[config.mk]
export PLATFORM = sky130hd
export DESIGN_NAME = sram_access_arbiter
export DESIGN_NICKNAME = d
export VERILOG_FILES = /design/src/rtl/sram_access_arbiter.sv
export SDC_FILE = /design/constraint.sdc
export NUM_CORES = 1
export LEC_CHECK = 0
export CORE_MARGIN = 4
export CORE_UTILIZATION = 35
export DETAILED_ROUTE_END_ITERATION = 16
export PLACE_DENSITY = 0.88
export REMOVE_ABC_BUFFERS = 1
export SYNTH_ARGS = -nofsm -noshare
export SYNTH_HDL_FRONTEND = slang
export SYNTH_SLANG_ARGS = --single-unit
[constraint.sdc]
create_clock -name Clock -period 3.8 [get_ports Clock]
set_input_delay 0.76 -clock Clock [delete_from_list [all_inputs] [get_ports Clock]]
set_output_delay 0.76 -clock Clock [all_outputs]
set_load 0.05 [all_outputs]
[src/rtl/sram_access_arbiter.sv]
// sram_access_arbiter: round-robin owner of the single SRAM_Controller port for
// VGA fetch (0), UART loader (1), Milestone 1 (2) and Milestone 2 (3).
// Bursts are bounded by MAX_BURST. Every owner change inserts one TURN cycle.
// Read-data-valid strobes are routed back to the requester that issued each read.
// Optional feature: define SRAM_ARB_VGA_PREEMPT_EN to let requester 0 preempt any owner.
module sram_access_arbiter #(
  parameter int unsigned READ_LATENCY = 2,
  parameter int unsigned MAX_BURST    = 16
) (
  input  logic        Clock,
  input  logic        Reset,
  input  logic [3:0]  req,
  input  logic [3:0]  we_n,
  input  logic [71:0] addr,
  input  logic [63:0] wdata,
  output logic [3:0]  gnt,
  output logic [3:0]  rdata_valid,
  output logic [15:0] rdata,
  output logic [1:0]  owner,
  output logic        busy,
  output logic [17:0] SRAM_address,
  output logic [15:0] SRAM_write_data,
  output logic        SRAM_we_n,
  input  logic [15:0] SRAM_read_data
);

  localparam int unsigned AW       = 18;
  localparam int unsigned DW       = 16;
  localparam int unsigned CW       = 8;
  localparam int unsigned TAG_W    = 3;
  localparam int unsigned TAG_SR_W = TAG_W * READ_LATENCY;

  typedef enum logic [1:0] {S_IDLE, S_OWN, S_TURN} state_t;

  state_t              state;
  logic [CW-1:0]       burst_cnt;
  logic [TAG_SR_W-1:0] tag_sr;

  logic       accept;
  logic       others;
  logic       burst_last;
  logic       preempt_hit;
  logic [1:0] rr_winner;
  logic [1:0] turn_winner;
  logic [2:0] new_tag;
  logic [2:0] exit_tag;
  logic [6:0] a_lsb;
  logic [5:0] wd_lsb;

  // First requester with req high, scanning last+1, last+2, ... and last itself
  function automatic logic [1:0] rr_pick(input logic [1:0] last, input logic [3:0] r);
    logic [1:0] idx;
    rr_pick = last;
    for (int k = 4; k >= 1; k--) begin
      idx = last + 2'(k);
      if (r[idx]) rr_pick = idx;
    end
  endfunction

  assign accept     = (state == S_OWN) && req[owner];
  assign others     = |(req & ~(4'b0001 << owner));
  assign burst_last = (burst_cnt == CW'(MAX_BURST - 1));
  assign rr_winner  = rr_pick(owner, req);
  assign new_tag    = {accept & we_n[owner], owner};
  assign exit_tag   = tag_sr[TAG_SR_W-1 -: TAG_W];
  assign a_lsb      = 7'(owner) * 7'(AW);
  assign wd_lsb     = 6'(owner) * 6'(DW);

`ifdef SRAM_ARB_VGA_PREEMPT_EN
  assign preempt_hit = (owner != 2'd0) && req[0];
  assign turn_winner = req[0] ? 2'd0 : rr_winner;
`else
  assign preempt_hit = 1'b0;
  assign turn_winner = rr_winner;
`endif

  // Read data is passed through; the strobe is decoded from the tag leaving the pipe
  assign rdata       = SRAM_read_data;
  assign rdata_valid = exit_tag[2] ? (4'b0001 << exit_tag[1:0]) : 4'b0000;

  // SRAM port driven from the owner only on an accepted access
  always_comb begin
    SRAM_address    = '0;
    SRAM_write_data = '0;
    SRAM_we_n       = 1'b1;
    if (accept) begin
      SRAM_address    = addr[a_lsb +: AW];
      SRAM_write_data = wdata[wd_lsb +: DW];
      SRAM_we_n       = we_n[owner];
    end
  end

  // Grant FSM, burst counter and read tag pipe
  always_ff @(posedge Clock or posedge Reset) begin
    if (Reset) begin
      state     <= S_IDLE;
      gnt       <= '0;
      owner     <= '0;
      busy      <= 1'b0;
      burst_cnt <= '0;
      tag_sr    <= '0;
    end else begin
      tag_sr <= (tag_sr << TAG_W) | TAG_SR_W'(new_tag);
      case (state)
        S_IDLE: begin
          if (|req) begin
            state     <= S_OWN;
            gnt       <= 4'b0001 << rr_winner;
            owner     <= rr_winner;
            busy      <= 1'b1;
            burst_cnt <= '0;
          end
        end
        S_OWN: begin
          if (!req[owner] || preempt_hit || (burst_last && others)) begin
            state <= S_TURN;
            gnt   <= '0;
          end else if (burst_last) begin
            burst_cnt <= '0;
          end else begin
            burst_cnt <= burst_cnt + CW'(1);
          end
        end
        S_TURN: begin
          if (|req) begin
            state     <= S_OWN;
            gnt       <= 4'b0001 << turn_winner;
            owner     <= turn_winner;
            burst_cnt <= '0;
          end else begin
            state <= S_IDLE;
            busy  <= 1'b0;
          end
        end
        default: begin
          state <= S_IDLE;
          gnt   <= '0;
          busy  <= 1'b0;
        end
      endcase
    end
  end

endmodule

### Word level (Yosys, flattened, before mapping)

Cells that the tools add are included.

| cells by class | value |
|---|---|
| shifts and indexed selects | 5 |
| reductions and logical operators | 14 |
| muxes and demuxes | 31 |
| order comparisons | 4 |
| add/subtract/negate cells | 4 |
| bitwise operators | 5 |
| multipliers | 1 |
| equal/unequal tests | 8 |

Operators with widths:

| cell | number |
|---|---|
| variable part select 72 x 8 -> 18 bit | 1 |
| variable part select 64 x 7 -> 16 bit | 1 |
| two-way mux 8 bit | 3 |
| two-way mux 18 bit | 1 |
| two-way mux 16 bit | 1 |
| case mux 8 bit (2 select lines) | 1 |
| < comparator 2 x 3 -> 1 bit (second input constant) | 4 |
| two-way mux 4 bit | 3 |
| left shift 1 x 2 -> 4 bit (first input constant) | 3 |
| binary-select mux 1 bit (select 2 bit) | 5 |
| two-way mux 2 bit | 5 |
| two-way mux 1 bit | 9 |
| adder 8 x 1 -> 8 bit (second input constant) | 1 |
| == test 8 x 4 -> 1 bit (second input constant) | 1 |
| case mux 4 bit (2 select lines) | 1 |
| OR reduction 4 bit | 2 |
| multiplier 2 x 4 -> 6 bit (second input constant) | 1 |
| inequality test 2 bit (second input constant) | 3 |
| bitwise OR 6 x 3 -> 6 bit | 1 |
| case mux 2 bit (3 select lines) | 1 |
| AND reduction 2 bit | 3 |
| AND reduction 3 bit | 2 |
| adder 2 bit (second input constant) | 2 |
| AND 4 bit | 1 |
| other kinds (14) | 16 |

| word-level totals | value |
|---|---|
| bits of input ports | 162 |
| output and inout bits | 62 |
| bits in registers | 23 |
| word-level logic and storage cells | 78 |

### Longest topological paths before layout

| depth | value |
|---|---|
| depth in word-level cells | 9 |
| depth in mapped cells | 8 |
| mapped depth without buffers | 7 |

### Worst setup path before layout

OpenSTA, ideal clock, no wires.

| path | value |
|---|---|
| kind | input-to-output |
| from | input port req[1] |
| to | output port SRAM_address[0] |
| required time | 3.040 ns |
| stages on the path | 5 |
| path buffers | 2 |
| data arrival time | 2.195 ns |
| setup slack | 0.845 ns |
| cell sequence | buf_6 -> mux4_2 -> nand3b_4 -> clkbuf_1 -> nor2b_1 |

| on the way | value |
|---|---|
| longest elaborated chain between the ends | 4 |

Ends and longest elaborated chain:

| element | line | RTL |
|---|---|---|
| start, declared | 12 | `input logic [3:0] req,` |
| binary-select mux 1 bit (select 2 bit) | 60 | `assign accept = (state == S_OWN) && req[owner];` |
| two-way mux 1 bit (not written as such) | 60 |  |
| logical AND 1 bit | 60 |  |
| two-way mux 18 bit | 86 | `if (accept) begin` |
| end, declared | 21 | `output logic [17:0] SRAM_address,` |

Every way passes these cells. The select of a mux whose other input is x is not followed.

### Worst setup path in the final report

| path | value |
|---|---|
| from | input port req[3] |
| to | output port SRAM_we_n |

| on the way | value |
|---|---|
| longest elaborated chain between the ends | 4 |

Ends and longest elaborated chain:

| element | line | RTL |
|---|---|---|
| binary-select mux 1 bit (select 2 bit) | 60 |  |
| two-way mux 1 bit (not written as such) | 60 |  |
| logical AND 1 bit | 60 |  |
| two-way mux 1 bit | 86 |  |
| end, declared | 23 | `output logic SRAM_we_n,` |

Every way passes these cells. The select of a mux whose other input is x is not followed.

==> results.md <==
* Worst EP required at 3.04 ns
* Crit path DAT at 2.52 ns
* Power consumption at 0.003440 W
* Placed Area at 4832 um2
* Number of core rows at 31
* Initial antenna violation count at 1
* Crit path max fanout at 37
* Post-CTS Hold Buffers at 0
* Post-synthesis cell count at 247
* Layout cells sized above 1 at 0.2228
* Postcts setup bufs at 0
* CTS root buffer: clkbuf_8
* Clock network power share at 0.046
* Final Instance Area at 4886 um2
* Mapped Area at 2608 um2
* Final period util at 0.8641
* Hold Slack at 0.3541 ns
* Sw Pwr at 0.001655 W
* Largest cells by area after synthesis: mux4_2 (32%), dfrtp_1 (22%), nor2b_1 (8.9%), buf_4 (5.8%), nand2_1 (2.6%)
* GRT overflow at 0
* Die H at 94.32 um
* TritonCTS buffer count at 3
* Vias/cell at 5.442
* Status: finished clean
* Cell Chain, Critical Path: clkdlybuf4s50_1 > mux4_2 > nand3b_4 > or2_1 > buf_12
* Gate power share at 0.833
* Critical path's largest stage delay at 0.50 ns
* Initial Util at 0.3595
* Pins over their slew limit at 0
* First-pass GRT wire length at 16.44 mm
* Die X at 94.32 um
* Port Buffers at 191
* Slew headroom at 0.4315
* Post-synthesis sequential area ratio at 0.2207
* Cell variety after synth at 48
* Fillers at 557
* Pint at 0.001785 W
* Mean post-synth cell area at 10.56 um2
* Sequential power share at 0.121
* Synth warnings at 0
* 1st-iter DRT viols at 135
* Synth Flop Type: dfrtp_1
* Crit path time final at 3.284 ns
* Vias in the first global route at 3,062
* Clock Skew at 0.001007 ns
* Clock-pin transition on the worst setup and hold timing paths at 0.08 ns
* Max-Cap Viols at 0
* Final core utilization at 0.6736
* Ys async rst share at 1.000
* Ports at 224
* Final Setup Violations at 0
* GP Congestion at 0.8332
* Finished Layout Cells at 514
* Wire per inst at 21.66 um
* Max H-tree Level at 1
* Largest area contributor in the synthesized netlist: mux4_2
* Power per Cell Area at 704.0 nW/um2
* Pin count of the biggest net entering global routing at 51
* Net Sw Frac at 0.4812
* GRT Util Overall at 0.2480
* Die area at 8895 um2
* CTS max path bufs at 2
* Peak supply drop at 0.5700 mV
* Placed insts at 508
* Area Growth Syn to Fin at 87.38%
* Post-route DRC at 0
* Initial DRT Pass Iterations at 4
* Hold Crit Class: reg -> reg
* CTS tree: done
* Slew @ Worst Pin at 0.8518 ns
* Endpoints failing hold at 0
* Post-synth top area share at 0.3196
* Fmax at 304.5 MHz
* Routed WL at 11.13 mm
* Setup crit end kind: output pin
* Clk_lat worst skew at 0.27 ns
* Post-CTS Resized at 0
* Pleak at 1.893 nW
* Post-synth EDFFs at 0
* Layout Nets at 581
* Crit path launch type: input port
* Crit-path slowest cell: clkdlybuf4s50_1
* Detail Route Antenna Nets at 0
* CTS sink count at 23
* Via count at 2,797
* Crit Path Category: in -> out
* Hpwl dp at 9.176 mm
* Area of the core at 7253 um2
* Synth Register Bits at 23
* RSZ-0062 raised after global routing: false
## synth_stat cells, types with 2 or more instances
master,n
mux4_2,37
nor2b_1,37
dfrtp_1,23
buf_4,20
nand2_1,18
nor2_1,13
buf_2,9
inv_1,9
a21oi_1,6
clkbuf_1,6
ha_1,5
nand3_1,5
a221oi_1,4
a22o_1,4
a21o_1,3
nand2b_1,3
nor3_1,3
nor4_1,3
o21ai_0,3
or2_2,3
mux2i_1,2
nor4bb_1,2
o2111ai_1,2
o22a_1,2
o2bb2ai_1,2
## cell usage in the layout, fill, tap and decap left out, types with 4 or more instances in the layout
master	Yosys	layout
a21oi_1	6	6
a221oi_1	4	4
a22o_1	4	4
buf_12	0	36
buf_4	20	6
clkdlybuf4s50_1	0	156
dfrtp_1	23	21
ha_1	5	5
inv_1	9	9
mux4_2	37	37
nand2_1	18	18
nand3_1	5	5
nor2_1	13	13
nor2b_1	37	37
## registers in the layout, indices dropped and copies added (netlist names)
name and flops:
burst_cnt 8, busy 1, gnt 4, owner 2
state 2, tag_sr 6
## cell type report
cell class,count,area [um2],area share
repair buffers,198,2327,0.4763
multi-input cells,179,1769,0.3621
inverters,9,33.78,0.006914
clock buffers,3,41.29,0.008451
clock inverters,1,7.507,0.001536
flip-flops and latches,23,578.1,0.1183
diodes,2,5.005,0.001024
well taps,99,123.9,0.02535
## per-stage QoR
stage / TNS (ns) / setup slack (ns)
after CTS: 0 / 0.4984
after global placement: 0 / 0.5219
after detailed placement: 0 / 0.4997
after global routing: 0 / 0.4071
after floorplan: -27.28 / -0.7585
final: 0 / 0.5163
## cells by family after synthesis
| kind of cell | after synthesis | share of synthesized area |
|---|---|---|
| buffers and inverters | 45 | 0.1008 |
| adder cells (fa/ha/maj) | 5 | 0.02399 |
| AO/OA/AOI/OAI | 38 | 0.1137 |
| XOR/XNOR | 1 | 0.003360 |
| AND/OR/NAND/NOR | 95 | 0.2059 |
| flip-flops | 23 | 0.2207 |
| multiplexers | 40 | 0.3316 |
## routing by layer
metal / part of all wire / wire (um) / GRT usage
met1: 0.33 / 3724 / 0.2848
met3: 0.18 / 1968 / 0.1402
met2: 0.46 / 5165 / 0.3995
met5: 0.0083 / 92 / 0.07143
met4: 0.016 / 180 / 0.04934
## worst max-delay path, delay by kind of cell
family        cells  cell delay, ns
buf+inv           2            0.66
mux               1            0.30
simple gates      2            0.78
## power groups by stage
stage                     Combinational, W  Sequential [W]  Clock, W
after global routing               0.00304        0.000431  0.000170
after detailed placement           0.00288        0.000421         0
after CTS                          0.00289        0.000416  0.000157
after global placement             0.00282        0.000413         0
final                              0.00287        0.000417  0.000158
after floorplan                    0.00151        0.000637         0
## worst paths after layout
path,slack [ns],endpoint,start,cells after the start
min in group asynchronous,0.97,tag_sr[4]$_DFF_PP0_,Reset,2
max,0.52,SRAM_we_n,req[3],5
min reg2reg,0.35,tag_sr[3]$_DFF_PP0_,tag_sr[0]$_DFF_PP0_,0
max in group asynchronous,2.25,owner[1]$_DFFE_PP0P_,Reset,2
min,0.35,tag_sr[3]$_DFF_PP0_,tag_sr[0]$_DFF_PP0_,0
max reg2reg,1.01,gnt[1]$_DFFE_PP0P_,owner[1]$_DFFE_PP0P_,8
No activity file was read; power rests on OpenSTA's default activity.
